File: src/rtl/code_line_loader_if.sv
// Fabric-side bus of the command line loader: REQUEST/EN arbitration plus
// address/write/read strobes and data.
interface code_line_loader_if #(
  parameter int DATA_W = 16,
  parameter int ADDR_W = 8
);
  logic [3:0]        NUMBER_UNIT;
  logic              REQUEST;
  logic              EN;
  logic [ADDR_W-1:0] FAB_ADDR;
  logic              ADDRFD;
  logic              WRITEFD;
  logic              READFD;
  logic [DATA_W-1:0] FAB_WDAT;
  logic [DATA_W-1:0] FAB_RDAT;
  logic              BUSY_SLAVE;

  modport master (
    output NUMBER_UNIT, REQUEST, FAB_ADDR, ADDRFD, WRITEFD, READFD, FAB_WDAT,
    input  EN, FAB_RDAT, BUSY_SLAVE
  );

  modport slave (
    input  NUMBER_UNIT, REQUEST, FAB_ADDR, ADDRFD, WRITEFD, READFD, FAB_WDAT,
    output EN, FAB_RDAT, BUSY_SLAVE
  );
endinterface

File: src/rtl/code_line_loader.sv
// Command line loader: optionally flushes the L1 line, then refills a LINE_WORDS-deep
// command buffer over the fabric. Optional grant timeout: define LOADER_TIMEOUT_EN.
module code_line_loader #(
  parameter int UNIT_ID    = 1,
  parameter int DATA_W     = 16,
  parameter int ADDR_W     = 8,
  parameter int LINE_WORDS = 4,
  parameter int TIMEOUT    = 255,
  localparam int IDX_W     = $clog2(LINE_WORDS)
) (
  input  logic              CLK_B,
  input  logic              RESET,
  input  logic              LOAD_REQ,
  input  logic              FLUSH_REQ,
  input  logic [ADDR_W-1:0] LINE_ADDR,
  input  logic [IDX_W-1:0]  CMD_IDX,
  output logic [DATA_W-1:0] COMMAND,
  output logic              LINE_VALID,
  output logic              store_busy,
  output logic [IDX_W-1:0]  L1ADR,
  output logic              L1RD,
  input  logic [DATA_W-1:0] L1_RDAT,
  output logic              ERR,
  code_line_loader_if.master fab
);

  localparam logic [2:0] ST_SLEEP  = 3'd0;
  localparam logic [2:0] ST_TURN   = 3'd1;
  localparam logic [2:0] ST_ADDR   = 3'd2;
  localparam logic [2:0] ST_WRITEL = 3'd3;
  localparam logic [2:0] ST_READL  = 3'd4;
  localparam logic [2:0] ST_LOAD   = 3'd5;

  localparam logic [IDX_W-1:0]  CNT_LAST  = IDX_W'(LINE_WORDS - 1);
  localparam logic [ADDR_W-1:0] BASE_MASK = ~ADDR_W'(LINE_WORDS - 1);

  logic [2:0]        state_r;
  logic [IDX_W-1:0]  cnt_r;
  logic [ADDR_W-1:0] base_r;
  logic              flush_r;
  logic              line_valid_r;
  logic [DATA_W-1:0] command_r;
  logic              err_r;
  logic [DATA_W-1:0] buf_r [LINE_WORDS];

  logic              xfer_s;
  logic              request_s;
  logic              addrfd_s;
  logic              writefd_s;
  logic              readfd_s;
  logic              l1rd_s;
  logic [IDX_W-1:0]  l1adr_s;
  logic [ADDR_W-1:0] fab_addr_s;

`ifdef LOADER_TIMEOUT_EN
  localparam int WAIT_W = ($clog2(TIMEOUT + 1) > 8) ? $clog2(TIMEOUT + 1) : 8;
  localparam logic [WAIT_W-1:0] WAIT_LAST = WAIT_W'(TIMEOUT - 1);
  logic [WAIT_W-1:0] wait_cnt_r;
`endif

  // A fabric beat completes only with grant present and slave not stalling
  assign xfer_s = fab.EN & ~fab.BUSY_SLAVE;

  // Control FSM, word counter, line base and status flags
  always_ff @(posedge CLK_B or negedge RESET) begin
    if (!RESET) begin
      state_r      <= ST_SLEEP;
      cnt_r        <= '0;
      base_r       <= '0;
      flush_r      <= 1'b0;
      line_valid_r <= 1'b0;
      err_r        <= 1'b0;
`ifdef LOADER_TIMEOUT_EN
      wait_cnt_r   <= '0;
`endif
    end else begin
      err_r <= 1'b0;
      case (state_r)
        ST_SLEEP: begin
`ifdef LOADER_TIMEOUT_EN
          wait_cnt_r <= '0;
`endif
          if (LOAD_REQ || FLUSH_REQ) begin
            base_r       <= LINE_ADDR & BASE_MASK;
            flush_r      <= FLUSH_REQ;
            line_valid_r <= 1'b0;
            state_r      <= ST_TURN;
          end
        end
        ST_TURN: begin
`ifdef LOADER_TIMEOUT_EN
          if (fab.EN) begin
            state_r <= ST_ADDR;
          end else if (wait_cnt_r == WAIT_LAST) begin
            err_r   <= 1'b1;
            state_r <= ST_SLEEP;
          end else begin
            wait_cnt_r <= wait_cnt_r + WAIT_W'(1);
          end
`else
          if (fab.EN) begin
            state_r <= ST_ADDR;
          end
`endif
        end
        ST_ADDR: begin
          if (xfer_s) begin
            cnt_r   <= '0;
            state_r <= flush_r ? ST_WRITEL : ST_READL;
          end
        end
        ST_WRITEL: begin
          if (xfer_s) begin
            if (cnt_r == CNT_LAST) begin
              cnt_r   <= '0;
              state_r <= ST_READL;
            end else begin
              cnt_r <= cnt_r + IDX_W'(1);
            end
          end
        end
        ST_READL: begin
          if (xfer_s) begin
            // Counter wraps to zero on the last word
            cnt_r <= cnt_r + IDX_W'(1);
            if (cnt_r == CNT_LAST) begin
              state_r <= ST_LOAD;
            end
          end
        end
        ST_LOAD: begin
          line_valid_r <= 1'b1;
          state_r      <= ST_SLEEP;
        end
        default: begin
          state_r <= ST_SLEEP;
        end
      endcase
    end
  end

  // Line buffer capture; contents are deliberately left unreset
  always_ff @(posedge CLK_B) begin
    if ((state_r == ST_READL) && xfer_s) begin
      buf_r[cnt_r] <= fab.FAB_RDAT;
    end
  end

  // Registered command read port, tracks CMD_IDX with one cycle latency
  always_ff @(posedge CLK_B or negedge RESET) begin
    if (!RESET) begin
      command_r <= '0;
    end else begin
      command_r <= buf_r[CMD_IDX];
    end
  end

  // Bus strobes decoded from the registered state
  always_comb begin
    request_s  = 1'b0;
    addrfd_s   = 1'b0;
    writefd_s  = 1'b0;
    readfd_s   = 1'b0;
    l1rd_s     = 1'b0;
    l1adr_s    = '0;
    fab_addr_s = base_r;
    case (state_r)
      ST_TURN: begin
        request_s = 1'b1;
      end
      ST_ADDR: begin
        request_s = 1'b1;
        addrfd_s  = 1'b1;
      end
      ST_WRITEL: begin
        request_s  = 1'b1;
        writefd_s  = 1'b1;
        l1rd_s     = 1'b1;
        l1adr_s    = cnt_r;
        fab_addr_s = base_r + ADDR_W'(cnt_r);
      end
      ST_READL: begin
        request_s  = 1'b1;
        readfd_s   = 1'b1;
        fab_addr_s = base_r + ADDR_W'(cnt_r);
      end
      default: begin
        request_s = 1'b0;
      end
    endcase
  end

  assign fab.NUMBER_UNIT = 4'(UNIT_ID);
  assign fab.REQUEST     = request_s;
  assign fab.ADDRFD      = addrfd_s;
  assign fab.WRITEFD     = writefd_s;
  assign fab.READFD      = readfd_s;
  assign fab.FAB_ADDR    = fab_addr_s;
  assign fab.FAB_WDAT    = L1_RDAT;

  assign COMMAND    = command_r;
  assign LINE_VALID = line_valid_r;
  assign store_busy = (state_r != ST_SLEEP);
  assign L1ADR      = l1adr_s;
  assign L1RD       = l1rd_s;
  assign ERR        = err_r;

endmodule

File: src/flat_wrapper.sv
// flat-port wrapper written by rule: the top's interface ports become plain ports
module code_line_loader_flat 
#(
  parameter int UNIT_ID    = 1,
  parameter int DATA_W     = 16,
  parameter int ADDR_W     = 8,
  parameter int LINE_WORDS = 4,
  parameter int TIMEOUT    = 255,
  localparam int IDX_W     = $clog2(LINE_WORDS)
)
  (CLK_B, RESET, LOAD_REQ, FLUSH_REQ, LINE_ADDR, CMD_IDX, COMMAND, LINE_VALID, store_busy, L1ADR, L1RD, L1_RDAT, ERR, fab_NUMBER_UNIT, fab_REQUEST, fab_FAB_ADDR, fab_ADDRFD, fab_WRITEFD, fab_READFD, fab_FAB_WDAT, fab_EN, fab_FAB_RDAT, fab_BUSY_SLAVE);
  code_line_loader_if #(.DATA_W(DATA_W), .ADDR_W(ADDR_W)) fab_i ();
  input  logic CLK_B;
  input  logic RESET;
  input  logic LOAD_REQ;
  input  logic FLUSH_REQ;
  input  logic [ADDR_W-1:0] LINE_ADDR;
  input  logic [IDX_W-1:0] CMD_IDX;
  output logic [DATA_W-1:0] COMMAND;
  output logic LINE_VALID;
  output logic store_busy;
  output logic [IDX_W-1:0] L1ADR;
  output logic L1RD;
  input  logic [DATA_W-1:0] L1_RDAT;
  output logic ERR;
  output wire logic [$bits(fab_i.NUMBER_UNIT)-1:0] fab_NUMBER_UNIT;
  output wire logic [$bits(fab_i.REQUEST)-1:0] fab_REQUEST;
  output wire logic [$bits(fab_i.FAB_ADDR)-1:0] fab_FAB_ADDR;
  output wire logic [$bits(fab_i.ADDRFD)-1:0] fab_ADDRFD;
  output wire logic [$bits(fab_i.WRITEFD)-1:0] fab_WRITEFD;
  output wire logic [$bits(fab_i.READFD)-1:0] fab_READFD;
  output wire logic [$bits(fab_i.FAB_WDAT)-1:0] fab_FAB_WDAT;
  input wire logic [$bits(fab_i.EN)-1:0] fab_EN;
  input wire logic [$bits(fab_i.FAB_RDAT)-1:0] fab_FAB_RDAT;
  input wire logic [$bits(fab_i.BUSY_SLAVE)-1:0] fab_BUSY_SLAVE;
  assign fab_NUMBER_UNIT = fab_i.NUMBER_UNIT;
  assign fab_REQUEST = fab_i.REQUEST;
  assign fab_FAB_ADDR = fab_i.FAB_ADDR;
  assign fab_ADDRFD = fab_i.ADDRFD;
  assign fab_WRITEFD = fab_i.WRITEFD;
  assign fab_READFD = fab_i.READFD;
  assign fab_FAB_WDAT = fab_i.FAB_WDAT;
  assign fab_i.EN = fab_EN;
  assign fab_i.FAB_RDAT = fab_FAB_RDAT;
  assign fab_i.BUSY_SLAVE = fab_BUSY_SLAVE;
  code_line_loader #(.UNIT_ID(UNIT_ID), .DATA_W(DATA_W), .ADDR_W(ADDR_W), .LINE_WORDS(LINE_WORDS), .TIMEOUT(TIMEOUT)) u_core (.CLK_B(CLK_B), .RESET(RESET), .LOAD_REQ(LOAD_REQ), .FLUSH_REQ(FLUSH_REQ), .LINE_ADDR(LINE_ADDR), .CMD_IDX(CMD_IDX), .COMMAND(COMMAND), .LINE_VALID(LINE_VALID), .store_busy(store_busy), .L1ADR(L1ADR), .L1RD(L1RD), .L1_RDAT(L1_RDAT), .ERR(ERR), .fab(fab_i));
endmodule
File: config.mk
export PLATFORM = sky130hd
export DESIGN_NAME = code_line_loader_flat
export DESIGN_NICKNAME = d
export VERILOG_FILES = /design/src/rtl/code_line_loader_if.sv /design/src/rtl/code_line_loader.sv /design/src/flat_wrapper.sv
export SDC_FILE = /design/constraint.sdc
export NUM_CORES = 1
export LEC_CHECK = 0
export CAP_MARGIN = 30
export CORE_UTILIZATION = 49
export CTS_BUF_LIST = sky130_fd_sc_hd__clkbuf_4
export CTS_CLUSTER_DIAMETER = 100
export DETAILED_ROUTE_END_ITERATION = 7
export HOLD_SLACK_MARGIN = 0.1
export PLACE_DENSITY = 0.86
export SETUP_SLACK_MARGIN = 0.15
export SLEW_MARGIN = 30
export SYNTH_ARGS = -nofsm -noshare
export SYNTH_HDL_FRONTEND = slang
export SYNTH_SLANG_ARGS = --single-unit
File: constraint.sdc
create_clock -name CLK_B -period 2.2 [get_ports CLK_B]
set_input_delay 0.22 -clock CLK_B [delete_from_list [all_inputs] [get_ports CLK_B]]
set_output_delay 0.22 -clock CLK_B [all_outputs]
set_load 0.005 [all_outputs]
# After elaboration in Yosys (flattened, before gate mapping)
# Memory sizes are Yosys's and may differ from the RTL's. A register that Yosys moved wholly into a read port is not among the register bits.
# Cells that the tools add are included.
[op_classes]
n_addsub = 2
n_eq_ne = 13
mux = 24
bitwise_logic = 2
reduce_logical = 13
[op_table]
columns = ["cell", "count"]
rows = [
  ["3-bit 2-to-1 mux", 8],
  ["3-bit one-hot mux with 5 select lines", 1],
  ["2-bit by 1-bit inequality test with 1-bit output (second input constant)", 6],
  ["2-bit 2-to-1 mux", 5],
  ["8-bit by 2-bit adder with 8-bit output", 1],
  ["8-bit 2-to-1 mux", 1],
  ["1-bit 2-to-1 mux", 7],
  ["7-bit AND reduction", 1],
  ["3-bit by 2-bit equality test with 1-bit output (second input constant)", 2],
  ["3-bit equality test (second input constant)", 2],
  ["2-bit one-hot mux with 3 select lines", 1],
  ["3-bit nonzero test", 2],
  ["2-bit AND reduction", 2],
  ["4-bit AND reduction", 1],
  ["4-bit OR reduction", 1],
  ["3-bit by 1-bit equality test with 1-bit output (second input constant)", 1],
  ["3-bit logical NOT", 1],
  ["2-bit by 1-bit adder with 2-bit output (second input constant)", 1],
  ["2-bit equality test (second input constant)", 1],
  ["2-bit inequality test (second input constant)", 1],
  ["1-bit one-hot mux with 2 select lines", 1],
  ["2-bit nonzero test", 1],
  ["2-bit OR reduction", 1],
  ["1-bit AND", 1],
  ["4 further kinds", 4],
]
[totals]
reg_bits = 13
ramBits = 64
in_bits = 48
elab_cells = 60
n_memories = 1
[mem_list]
columns = ["name", "depth", "word_bits", "read_ports", "rd_ports_with_merged_regs", "wr", "line", "source"]
rows = [
  ["u_core.buf_r", 4, 16, 1, 1, 1, "code_line_loader.sv:44", "logic [DATA_W-1:0] buf_r [LINE_WORDS];"],
]

# Logic depth before layout (Yosys ltp)
[depth]
ltp_word = 5
depth_mapped = 5
depth_no_buf = 4

# Worst setup path before layout
# Ideal clock, no wire load.
[synth_path]
kind = "register -> register"
from = "reg u_core.state_r[1]"
to = "mem u_core.buf_r[3][0] (enable)"
setup_ns = 0.375
arrival_time_ns = 1.368
required_ns = 1.825
setup_slack_ns = 0.457
stages_incl_launch_ff = 4
path_buffers = 1
cell_sequence = "dfrtp_1 -> buf_2 -> nor3b_2 -> and3_1"
[synth_via]
elab_chain_cells = 4
[synth_lines]
columns = ["element", "line", "source"]
rows = [
  ["start, declared", "code_line_loader.sv:37", "logic [2:0] state_r;"],
  ["start signal, assigned", "code_line_loader.sv:109", "state_r <= flush_r ? ST_WRITEL : ST_READL;"],
  ["3-bit equality test", "code_line_loader.sv:144", "if ((state_r == ST_READL) && xfer_s) begin"],
  ["1-bit logical AND", "code_line_loader.sv:144", ""],
  ["1-bit 2-to-1 mux", "code_line_loader.sv:144", ""],
  ["1-bit 2-to-1 mux (not written as such)", "code_line_loader.sv:145", "buf_r[cnt_r] <= fab.FAB_RDAT;"],
  ["end, declared", "code_line_loader.sv:44", ""],
]
# Every way passes these cells.

# Final worst setup path
[layout_path]
from = "reg u_core.state_r[1]"
to = "out store_busy"
[layout_via]
elab_chain_cells = 1
[layout_lines]
columns = ["element", "line", "source"]
rows = [
  ["3-bit nonzero test", "code_line_loader.sv:203", "assign store_busy = (state_r != ST_SLEEP);"],
  ["end, declared", "flat_wrapper.sv:21", "output logic store_busy;"],
]
# Every way passes these cells.

==> results.txt <==
- The flow ran to the end, and the final reports show no timing, DRC or antenna violations.
* Instance count of the mapped netlist: 203
- HPWL after detailed placement: 4140 um
* IO Pins: 102
* Violation count after the first detailed-routing iteration: 118
- Post-synth design cell area: 3690 um2
- Post-route antenna net violation count: 0
- CTS placed an instance of sky130_fd_sc_hd__clkbuf_4 at the clock tree root.
- Sort of element at the start of the critical path: register
* Capture point of the worst reg-to-reg path: u_core.base_r[4]
- For this design the static power due to leakage is 1.78 nW.
* Critical path arrival: 1.79 ns
- The first global-routing pass estimated 9800 um of wire.
- The detailed router placed 1922 vias in this run.
- For this configuration, the core starts out at a cell density of 0.509.
- Final routed wirelength across all metal layers: 6360 um
- Vias per inst: 5.15
- sky130_fd_sc_hd__edfxtp_1 takes more of the synthesized area than any other cell.
* Count of buffers from port buffering: 62
* Die Area: 7890 um2
* Maximum buffer depth of the clock tree: 2
* TNS Setup: 0 ns
- The pre-antenna-repair detailed-routing pass consisted of 4 iterations.
- Type of the worst setup path: reg2out
* GRT overflow: 0
* Most frequent cells in the layout: 64 x sky130_fd_sc_hd__edfxtp_1, 55 x sky130_fd_sc_hd__clkdlybuf4s50_1, 27 x sky130_fd_sc_hd__dfrtp_1, 17 x sky130_fd_sc_hd__buf_4, 16 x sky130_fd_sc_hd__mux4_2
- Sequential cell area fraction in the yosys report: 0.717
- Number of antenna violations at the first check in global routing: 0
* Vias in the first global route: 1990
- Final GP Congestion: 0.794
* Placement-stage cell area: 4350 um2
* Min-Delay Path Class: in2async
- The clock drives 93 sinks.
* Total power: 4.16 mW
- Number of standard cells in the final layout excluding fillers: 373
- Static timing analysis puts the maximum clock frequency at 497 MHz.
* Top area cells in the synthesized netlist: sky130_fd_sc_hd__edfxtp_1 52%, sky130_fd_sc_hd__dfrtp_1 20%, sky130_fd_sc_hd__mux4_2 9.8%, sky130_fd_sc_hd__buf_4 5.1%, sky130_fd_sc_hd__mux2_4 2.4%
- TritonCTS Buffers: 9
- Setup Viol. Count Final: 0
- STA classifies the critical path endpoint as a primary output.
- A synthesized cell averages 18.2 um2.
- Setup repair after global routing could not meet its margin everywhere.
* Synth-to-layout area growth: 24.6%
- At the worst endpoint, the required time is 1.98 ns.
* Crit share post-route: 0.915
* Post-detailed-route wirelength per cell: 17.0 um
- Post-synthesis cell type count: 39
- During synthesis, Yosys emitted a total of 0 warnings.
- The number of antenna diodes in the final layout is 0.
- Row cnt: 31
- Largest voltage drop on the vdd net: 0.000438 V
- Die X-Extent: 88.8 um
- The tool flagged a number of max-cap violations equal to 0.
- Fin Clk Skew: 0.0212 ns
* Worst reg2reg path depth: 4
* Placed cell count: 348
* Layout filler cell count: 516
- Clk pin slew, worst setup/hold paths: 0.15 ns
- # DRC: 0
* Total global routing track utilization: 0.178
- Power per standard cell area: 904 nW/um2
- Post-layout minimum cycle time: 2.01 ns
* Insertion delay of the later-clocked pin in the worst-skew pair: 0.44 ns
- Post-route cell area: 4600 um2
- The final max-slew violation count was 0.
- Of all nets on the critical path, the largest fanout is 5.
* R2r setup slk: 0.48 ns
- Proportion of netlist area held by the largest area contributor: 0.520
- Pin count of the biggest net entering global routing: 30
- Overall die height: 88.8 um
- The library cell used most frequently in the layout, excluding fill and tap cells, is sky130_fd_sc_hd__edfxtp_1.
- The total count of hold-check failures in the final report came to 0.
* Core Box Area: 7250 um2
- TritonCTS built the clock tree.
- Flops & latches, synth: 93
- The clock tree synthesis step divided the H-tree into 3 levels.
- In this run the critical register-to-register path is launched from u_core.state_r[1].
- Of the cells placed in the final design, the portion with a size suffix greater than 1 is 0.241.
* Count of nets after finishing: 321
## final cells by class
cell class                 instances  area [um2]  area share
sequential                        93        2650       0.576
multi-input combinational         77         858       0.187
timing repair buffer              83         817       0.178
tap                               99         124      0.0269
clock buffer                       9        67.6      0.0147
clock inverter                     7        66.3      0.0144
inverter                           5        18.8     0.00408
## worst max-delay path by stage
stage / to / start / slack, ns / cells past startpoint
after floorplan: u_core.buf_r[3][0] / u_core.state_r[1] / 0.46 / 3
after global placement: fab_FAB_ADDR[0] / u_core.state_r[1] / 0.39 / 4
after detailed placement: fab_FAB_ADDR[1] / u_core.state_r[1] / 0.34 / 4
after CTS: store_busy / u_core.state_r[0] / 0.10 / 4
after global routing: store_busy / u_core.state_r[1] / 0.09 / 4
final: store_busy / u_core.state_r[1] / 0.19 / 4
## flip-flops by register name, summed over array words and instances, names as in the netlist
| name | count |
|---|---|
| u_core.buf_r | 64 |
| u_core.COMMAND | 16 |
| u_core.base_r | 6 |
| u_core.state_r | 3 |
| u_core.cnt_r | 2 |
| u_core.LINE_VALID | 1 |
| u_core.flush_r | 1 |
## per-layer routing
metal  track usage  wire (um)  up-vias
met5             0          0        -
met4        0.0777         88        0
met2         0.306       3280       69
met1         0.214       2620      966
li1              -          -      875
met3        0.0438        373       12
## critical path, stage by stage, from the launching register on
cell,delay [ns]
sky130_fd_sc_hd__dfrtp_2,0.48
sky130_fd_sc_hd__buf_4,0.16
sky130_fd_sc_hd__nor3_4,0.21
sky130_fd_sc_hd__inv_1,0.06
sky130_fd_sc_hd__clkdlybuf4s50_1,0.44
## kinds of logic after synthesis
| logic type | count (synthesis) | share of synthesized area |
|---|---|---|
| AOI/OAI and AO/OA | 16 | 0.0322 |
| xor gates and xnor gates | 1 | 0.00237 |
| adders and majority gates | 4 | 0.0136 |
| buffers and inverters | 36 | 0.0633 |
| DFF | 93 | 0.717 |
| muxes | 22 | 0.122 |
| other | 2 | 0.00203 |
| and+or+nand+nor | 29 | 0.0478 |
## where the power goes
group | leakage, nW | switching (mW) | internal [mW] | total [mW]
sequential | 0.918 | 0.118 | 2.01 | 2.13
combinational | 0.795 | 0.458 | 0.683 | 1.14
clock | 0.0654 | 0.555 | 0.338 | 0.893
total | 1.78 | 1.13 | 3.03 | 4.16
## through the flow
stage               hold slack, ns  worst slack (ns)   util
global placement             0.440             0.390  0.600
finish                       0.155             0.188  0.634
global route                 0.167            0.0904  0.634
detailed placement           0.440             0.338  0.600
CTS                          0.149             0.104  0.629
floorplan                  -0.0756             0.457      -
## Yosys cell counts, drive strengths merged
library cell,count
edfxtp,64
buf,30
dfrtp,29
mux4,16
nor2,8
mux2,6
inv,5
and3,4
ha,4
nand2,4
o21ai,3
a21oi,2
conb,2
nand2b,2
nand3,2
nor2b,2
a211o,1
a21o,1
a22o,1
a2bb2oi,1
a32o,1
a41oi,1
and2,1
clkbuf,1
nand3b,1
nand4,1
nor3,1
nor3b,1
nor4b,1
o211a,1
o21a,1
o21bai,1
o22ai,1
o311a,1
or4,1
xnor2,1
## repair_timing
item | 4_1_cts | 5_1_grt
setup buffers | 6 | 3
endpoints found under the setup margin | 9 | 7
hold buffers | 0 | 0
gates resized for setup | 12 | 6
pin swaps | 1 | 2
Note: power is estimated with default switching activity, not from simulation.
